--- src/rtl/mac_seq.sv ---
// Fully-connected layer sequencer: clears the MAC, streams N_IN products per neuron,
// saturates the accumulator to 8 bits and hands results out on valid/ready. Option: MAC_SEQ_RELU_EN.
module mac_seq #(
    parameter int N_IN       = 784,
    parameter int N_OUT      = 32,
    parameter int FRAC_SHIFT = 7
) (
    input  logic                   clk,
    input  logic                   rst,
    input  logic                   start,
    output logic                   busy,
    output logic                   done,
    output logic [((N_IN > 1) ? $clog2(N_IN) : 1)-1:0] in_addr,
    input  logic signed [7:0]      in_data,
    output logic [((N_IN*N_OUT > 1) ? $clog2(N_IN*N_OUT) : 1)-1:0] wt_addr,
    input  logic signed [7:0]      wt_data,
    output logic signed [7:0]      mac_a,
    output logic signed [7:0]      mac_b,
    output logic                   mac_clr_n,
    input  logic signed [15:0]     mac_acc,
    input  logic                   mac_of,
    input  logic                   mac_uf,
    output logic                   res_valid,
    input  logic                   res_ready,
    output logic signed [7:0]      res_data,
    output logic [((N_OUT > 1) ? $clog2(N_OUT) : 1)-1:0] res_idx
);
    // state   | meaning
    // IDLE    | waiting for start, MAC held cleared
    // CLR     | clear MAC and sticky flags, load address/timer
    // ACC     | issue N_IN addresses, products reach MAC one cycle later
    // SAT     | last product absorbed, register saturated result
    // OUT     | result offered downstream until accepted
    // DONE    | one-cycle done pulse
    localparam int WAW = (N_IN*N_OUT > 1) ? $clog2(N_IN*N_OUT) : 1;
    localparam int IAW = (N_IN > 1) ? $clog2(N_IN) : 1;
    localparam int NW  = (N_OUT > 1) ? $clog2(N_OUT) : 1;
    localparam int CW  = $clog2(N_IN + 1);

    localparam logic [2:0] S_IDLE = 3'd0;
    localparam logic [2:0] S_CLR  = 3'd1;
    localparam logic [2:0] S_ACC  = 3'd2;
    localparam logic [2:0] S_SAT  = 3'd3;
    localparam logic [2:0] S_OUT  = 3'd4;
    localparam logic [2:0] S_DONE = 3'd5;

    logic [2:0]         state;
    logic [CW-1:0]      cnt;
    logic [WAW-1:0]     wt_base;
    logic               prod_v;
    logic               st_of, st_uf;
    logic               eff_of, eff_uf;
    logic signed [15:0] shifted;
    logic signed [7:0]  sat_val;

    assign busy      = (state != S_IDLE);
    assign done      = (state == S_DONE);
    assign res_valid = (state == S_OUT);
    assign mac_clr_n = !((state == S_IDLE) || (state == S_CLR));
    assign mac_a     = prod_v ? in_data : 8'sd0;
    assign mac_b     = prod_v ? wt_data : 8'sd0;

    // a flag seen this cycle replaces whatever was captured earlier
    always_comb begin
        eff_of = st_of;
        eff_uf = st_uf;
        if (mac_of) begin
            eff_of = 1'b1;
            eff_uf = 1'b0;
        end else if (mac_uf) begin
            eff_of = 1'b0;
            eff_uf = 1'b1;
        end
        shifted = mac_acc >>> FRAC_SHIFT;
        if (eff_of)
            sat_val = 8'sh7F;
        else if (eff_uf)
            sat_val = 8'sh80;
        else if (shifted > 16'sd127)
            sat_val = 8'sh7F;
        else if (shifted < -16'sd128)
            sat_val = 8'sh80;
        else
            sat_val = shifted[7:0];
`ifdef MAC_SEQ_RELU_EN
        if (sat_val[7])
            sat_val = 8'sd0;
`endif
    end

    always_ff @(posedge clk) begin
        if (rst) begin
            state    <= S_IDLE;
            cnt      <= '0;
            wt_base  <= '0;
            prod_v   <= 1'b0;
            st_of    <= 1'b0;
            st_uf    <= 1'b0;
            in_addr  <= '0;
            wt_addr  <= '0;
            res_data <= '0;
            res_idx  <= '0;
        end else begin
            prod_v <= 1'b0;
            case (state)
                S_IDLE: if (start) state <= S_CLR;
                S_CLR: begin
                    cnt     <= CW'(N_IN);
                    in_addr <= '0;
                    wt_addr <= wt_base;
                    st_of   <= 1'b0;
                    st_uf   <= 1'b0;
                    state   <= S_ACC;
                end
                S_ACC: begin
                    prod_v <= (cnt != '0);
                    st_of  <= eff_of;
                    st_uf  <= eff_uf;
                    if (cnt > CW'(1)) begin
                        in_addr <= in_addr + IAW'(1);
                        wt_addr <= wt_addr + WAW'(1);
                    end
                    if (cnt == '0)
                        state <= S_SAT;
                    else
                        cnt <= cnt - CW'(1);
                end
                S_SAT: begin
                    st_of    <= eff_of;
                    st_uf    <= eff_uf;
                    res_data <= sat_val;
                    state    <= S_OUT;
                end
                S_OUT: begin
                    if (res_ready) begin
                        if (res_idx == NW'(N_OUT - 1)) begin
                            res_idx <= '0;
                            wt_base <= '0;
                            state   <= S_DONE;
                        end else begin
                            res_idx <= res_idx + NW'(1);
                            wt_base <= wt_base + WAW'(N_IN);
                            state   <= S_CLR;
                        end
                    end
                end
                S_DONE:  state <= S_IDLE;
                default: state <= S_IDLE;
            endcase
        end
    end
endmodule

--- config.mk ---
export PLATFORM = sky130hd
export DESIGN_NAME = mac_seq
export DESIGN_NICKNAME = d
export VERILOG_FILES = /design/src/rtl/mac_seq.sv
export SDC_FILE = /design/constraint.sdc
export NUM_CORES = 1
export LEC_CHECK = 0
export ABC_AREA = 1
export ABC_CLOCK_PERIOD_IN_PS = 1700
export CAP_MARGIN = 10
export CORE_UTILIZATION = 45
export CTS_CLUSTER_DIAMETER = 60
export DETAILED_ROUTE_END_ITERATION = 12
export PLACE_DENSITY_LB_ADDON = 0.2
export RECOVER_POWER = 50
export SYNTH_ARGS = -nofsm -noshare
export SYNTH_HDL_FRONTEND = slang
export SYNTH_SLANG_ARGS = --single-unit
--- constraint.sdc ---
create_clock -name clk -period 1.7 [get_ports clk]
set_clock_uncertainty 0.15 [all_clocks]
set_input_delay 0.34 -clock clk [delete_from_list [all_inputs] [get_ports clk]]
set_output_delay 0.34 -clock clk [all_outputs]
set_load 0.02 [all_outputs]
# Yosys cells after proc, flatten, opt, wreduce, memory -nomap -nowiden
# Index checks and enable logic that the tools add are counted.
dict set report word_totals {
  output_inout_bits 58
  input_bits 38
  reg_bits 69
}
dict set report classes {
  n_lt_le_gt_ge 3
  n_reduce_logical 14
  n_addsub 5
  n_bitwise 1
  mux 25
  eq_ne 11
}
# operator count
set ops {}
lappend ops {{8-bit two-way mux} 6}
lappend ops {{10-bit case mux with 2 select lines} 2}
lappend ops {{15-bit two-way mux} 2}
lappend ops {{15-bit case mux with 2 select lines} 1}
lappend ops {{10-bit two-way mux} 2}
lappend ops {{15-bit by 1-bit adder with 15-bit output, second input constant} 1}
lappend ops {{15-bit by 10-bit adder with 15-bit output, second input constant} 1}
lappend ops {{3-bit case mux with 5 select lines} 1}
lappend ops {{3-bit two-way mux} 4}
lappend ops {{10-bit by 1-bit adder with 10-bit output, second input constant} 1}
lappend ops {{10-bit by 1-bit > comparator with 1-bit output, second input constant} 1}
lappend ops {{10-bit zero test} 1}
lappend ops {{10-bit nonzero test} 1}
lappend ops {{10-bit by 1-bit subtractor with 10-bit output, second input constant} 1}
lappend ops {{9-bit by 8-bit > comparator with 1-bit output, second input constant} 1}
lappend ops {{9-bit by 8-bit < comparator with 1-bit output, second input constant} 1}
lappend ops {{2-bit inequality test, second input constant} 4}
lappend ops {{3-bit by 2-bit equality test with 1-bit output, second input constant} 2}
lappend ops {{3-bit equality test, second input constant} 2}
lappend ops {{2-bit AND reduction} 3}
lappend ops {{5-bit by 1-bit adder with 5-bit output, second input constant} 1}
lappend ops {{5-bit equality test, second input constant} 1}
lappend ops {{5-bit two-way mux} 1}
lappend ops {{1-bit two-way mux} 4}
lappend ops {{11 further kinds} 14}

# Longest topological paths before layout
dict set report logic_depth {
  depth_word 5
  mapped_depth 11
}

# Worst setup path before layout
# No wires, ideal clock.
dict set report synth_timing {
  path_type {reg2reg}
  from {register res_idx[0] in the netlist's numbering}
  to {register wt_base[6]}
  setup_ns 0.122
  stages_incl_launch_ff 10
  path_buffers 0
  period_less_slack_ns 1.711
  slack_ns -0.011
  arrival_ns 1.439
  path_cell_list {dfxtp_1 -> ha_1 -> nand2_1 -> nor2_1 -> ha_1 -> inv_1 -> o21ai_4 -> inv_4 -> o21ai_1 -> a21oi_1}
}
dict set report synth_between {
  elab_chain_cells 2
}
# element line
set synth_lines {}
lappend synth_lines {{start, declared} 26} ;# output logic [((N_OUT > 1) ? $clog2(N_OUT) : 1)-1:0] res_idx
lappend synth_lines {{start signal, assigned} 141} ;# res_idx <= res_idx + NW'(1);
lappend synth_lines {{5-bit equality test} 136} ;# if (res_idx == NW'(N_OUT - 1)) begin
lappend synth_lines {{15-bit two-way mux} 136}
lappend synth_lines {{end signal, assigned} 142} ;# wt_base <= wt_base + WAW'(N_IN);
lappend synth_lines {{end, declared} 49} ;# logic [WAW-1:0] wt_base;
# Every way passes these cells.
# A chain may end at the register's enable or synchronous reset.

# Worst setup path in the final report
dict set report layout_timing {
  from {register cnt[0]}
  to {register in_addr[6] in the netlist's numbering}
}
dict set report layout_between {
  elab_chain_cells 3
}
# element line
set layout_lines {}
lappend layout_lines {{start, declared} 48} ;# logic [CW-1:0] cnt;
lappend layout_lines {{start signal, assigned} 108} ;# cnt <= CW'(N_IN);
lappend layout_lines {{start signal, assigned} 126} ;# cnt <= cnt - CW'(1);
lappend layout_lines {{10-bit by 1-bit > comparator with 1-bit output} 119} ;# if (cnt > CW'(1)) begin
lappend layout_lines {{2-bit inequality test (no line)} n/a}
lappend layout_lines {{2-bit AND reduction (no line)} n/a}
lappend layout_lines {{end signal, assigned} 120} ;# in_addr <= in_addr + IAW'(1);
lappend layout_lines {{end, declared} 13} ;# output logic [((N_IN > 1) ? $clog2(N_IN) : 1)-1:0] in_addr,
# Every way passes these cells.

==> Flow_metrics.wiki <==
{| class="wikitable"
! Metric !! Value
|-
| Data arrival time of the critical path || 1.86 ns
|-
| Max stage delay on crit path || 0.39 ns
|-
| Total wirelength of the detailed-routed design || 10490 µm
|-
| Max-cap check violation count || 0
|-
| Proportion of synthesized flip-flops having asynchronous set or reset || 0
|-
| Vertical extent of the die || 92.97 µm
|-
| Width of the die || 92.97 µm
|-
| Clock network latency to the later pin of the worst-skew pair || 0.35 ns
|-
| Most used flip-flop cell after synthesis || sky130_fd_sc_hd__dfxtp_1
|-
| Number of DRC markers in iteration 0 || 182
|-
| Count of yosys warnings during synthesis || 0
|-
| Ant. Diodes || 0
|-
| Cell breakdown of the critical path || inv_4 -> ha_4 -> nor2_4 -> nor2_4 -> nand2_4 -> o21ai_4 -> buf_12 -> o21ai_0 -> nand2_1 -> nor2_1
|-
| Clock root cell || sky130_fd_sc_hd__clkbuf_8
|-
| Area Growth Syn to Fin || 46.37%
|-
| Top achievable clock speed || 0.5812 GHz
|-
| Worst setup path class || reg -> reg
|-
| Result of the run || finished with violations
|-
| Layout cell share with drive strength beyond 1 || 0.2200
|-
| Clock tree from TritonCTS || done
|-
| Leading post-synthesis cells by instance count || 136 x sky130_fd_sc_hd__nand2_1, 75 x sky130_fd_sc_hd__nor2_1, 65 x sky130_fd_sc_hd__dfxtp_1, 65 x sky130_fd_sc_hd__inv_1, 52 x sky130_fd_sc_hd__a21oi_1
|-
| Area of the core region || 0.007848 mm²
|-
| Sequential-to-total area share from yosys stat || 0.3495
|-
| Xor/xnor cell area share of the yosys netlist || 0.02117
|-
| Hpwl dp || 7184 µm
|-
| Clock tree sinks || 65
|-
| Unrepaired setup endpoints after global routing || true
|-
| Number of fill cells in the layout || 660
|-
| First-pass iteration count of the detailed router || 5
|-
| Count of pins over their slew limit || 0
|-
| Area taken by multi-input logic gates || 0.002163 mm²
|-
| Net count reported at finish || 750
|-
| Failing checks || setup timing
|-
| Cell occurring most often along the worst timing path || sky130_fd_sc_hd__nor2_4
|-
| DR vias || 4156
|-
| Category of the worst setup path capture point || register
|-
| Number of buffers between clock root and the deepest sink || 2
|-
| Post-synth EDFFs || 0
|-
| Hold WC Path Type || reg -> reg
|-
| Max transition margin || 0.7611
|-
| Post-layout util || 0.6945
|-
| Combined global-route utilization of all metal layers || 0.2395
|-
| Vias in the first global route || 3843
|-
| Pin count of the biggest net entering global routing || 30
|-
| Initial Util || 0.4745
|-
| Setup WS post-layout || -0.02058 ns
|-
| Number of design rule violations left after detail routing || 0
|-
| Clock slew seen by the registers of the worst setup and hold paths || 0.08 ns
|-
| Leakage || 0.002576 µW
|-
| Leading cell types by total area after synthesis || sky130_fd_sc_hd__dfxtp_1 35%, sky130_fd_sc_hd__nand2_1 14%, sky130_fd_sc_hd__nor2_1 7.6%
|-
| Final number of hold-violating endpoints || 0
|-
| Maximum VDD drop || 0.5589 mV
|-
| Post-Synthesis Net Count || 610
|-
| Syn Inst Count || 564
|-
| Share of cell area taken by muxes after synthesis || 0
|-
| Port buffer count || 88
|-
| Hold-fix buffer count after cts || 0
|-
| Setup-violating endpoint count in the final report || 5
|-
| CP Max Fanout || 11
|-
| Final Cycle Share || 1.012
|-
| Site Rows || 32
|-
| Critical path's slowest cell || sky130_fd_sc_hd__dfxtp_4
|-
| Congestion Overflow GR || 0
|-
| Per-cell routed wire length || 12.93 µm
|-
| Wire length of the first global-routing pass || 16730 µm
|-
| Most instantiated library cell after synthesis || sky130_fd_sc_hd__nand2_1
|-
| Compound-Gate Fraction of Synth Area || 0.1532
|-
| Sequential cell area in the final layout || 0.001315 mm²
|-
| Power density over the cells || 1068 mW/mm²
|-
| TritonCTS buffer count || 9
|-
| Most area-hungry cell type in the Yosys netlist || sky130_fd_sc_hd__dfxtp_1
|-
| Crit path required time || 1.84 ns
|-
| Flops & latches, synth || 65
|-
| Area share of the leading cell type in the synthesized netlist || 0.3495
|-
| Startpoint type of the worst setup path || register
|-
| Initial antenna violation count || 0
|-
| Remaining number of nets flagged by the antenna check after routing || 0
|-
| Vias/cell || 5.125
|-
| Summed instance area of the synthesized netlist || 0.003724 mm²
|-
| Average instance area after synthesis || 6.602 µm²
|-
| Largest family of logic cells by synthesized area || simple AND/OR/NAND/NOR gates
|-
| Full die area || 0.008642 mm²
|-
| Number of placed I/O pins || 96
|-
| Placer's final routability congestion estimate || 0.9100
|-
| Clock H-tree levels || 3
|-
| Final Critical Period || 1.721 ns
|-
| Post-synth cell types || 37
|-
| Basic-gate share of the synthesized area counting and, or, nand and nor cells || 0.3451
|-
| Final-layout worst hold slack || 0.3342 ns
|-
| Adder-cell share of the synthesized area || 0.02688
|-
| Measured slew at the worst slew-check pin || 0.3571 ns
|}
[report_power, final]
group          switching [µW]  total (µW)  internal [µW]
registers                 131        1790           1660
logic                    1360        2420           1060
clock network             643        1620            973
total                    2130        5820           3690
[what timing repair did]
action	in CTS	in global routing
setup buffers	0	3
resized for setup	109	56
pin swaps	4	13
setup endpoints to repair	62	43
cloned	0	3
endpoints found under the hold margin	0	0
[worst paths after layout]
check	from	end	slack, ns	cells after the start
setup / recovery	cnt[0]	in_addr[6]	-0.02	10
hold / removal	wt_addr[0]	wt_addr[0]	0.33	1
setup reg to reg	cnt[0]	in_addr[6]	-0.02	10
hold reg to reg	wt_addr[0]	wt_addr[0]	0.33	1
[metal layers]
metal	GRT usage	vias up	routed length, µm
li1	-	2088	-
met1	0.2803	1937	4524
met2	0.4240	125	5252
met3	0.05583	6	660
met4	0.08462	0	52
met5	0	-	0
[flip-flops by register name, summed over array words and instances (netlist names)]
| signal | count |
|---|---|
| prod_v | 1 |
| res_idx | 5 |
| st_of | 1 |
| state | 3 |
| res_data | 8 |
| wt_base | 11 |
| in_addr | 10 |
| st_uf | 1 |
| wt_addr | 15 |
| cnt | 10 |
[placed cells by master, fill, tap and decap left out, types with 13 or more instances in the layout]
cell                              instances
sky130_fd_sc_hd__nand2_1                134
sky130_fd_sc_hd__nor2_1                  65
sky130_fd_sc_hd__inv_1                   61
sky130_fd_sc_hd__dfxtp_1                 56
sky130_fd_sc_hd__a21oi_1                 51
sky130_fd_sc_hd__buf_4                   46
sky130_fd_sc_hd__dlygate4sd2_1           38
sky130_fd_sc_hd__nand3_1                 37
sky130_fd_sc_hd__clkdlybuf4s50_1         30
sky130_fd_sc_hd__o21ai_0                 29
sky130_fd_sc_hd__nand4_1                 13
[cell families after synthesis]
logic type	after synthesis
buffers and inverters	88
AO/OA/AOI/OAI	104
adder cells (fa/ha/maj)	8
XOR/XNOR	9
AND/OR/NAND/NOR	290
flip-flops	65
[layout make-up]
class / instances / area share
repair buffers: 146 / 0.2422
clock buffers: 9 / 0.02273
multi-input cells: 411 / 0.3969
inverters: 71 / 0.05165
flip-flops and latches: 65 / 0.2413
well taps: 102 / 0.02342
clock inverters: 7 / 0.02181
[critical path, delay by kind of cell, from the launching register on]
kind / cells / cell delay, ns
AOI/OAI and AO/OA: 2 / 0.32
adders and majority gates: 1 / 0.16
buffers and inverters: 2 / 0.20
DFF: 1 / 0.39
and+or+nand+nor: 5 / 0.44
[through the flow]
stage	setup slack [ns]	cells	total power (µW)	instance area [µm²]	TNS, ns
after floorplan	0.005190	564	3162	3725	0
after global placement	-0.2798	789	3873	5061	-5.246
after detailed placement	-0.2915	789	3922	5061	-5.589
after CTS	0.0001233	805	5481	5250	0
after global routing	-0.1313	811	6122	5450	-0.9625
final	-0.02058	811	5823	5450	-0.04403
Power figures use the tool's default switching activity.
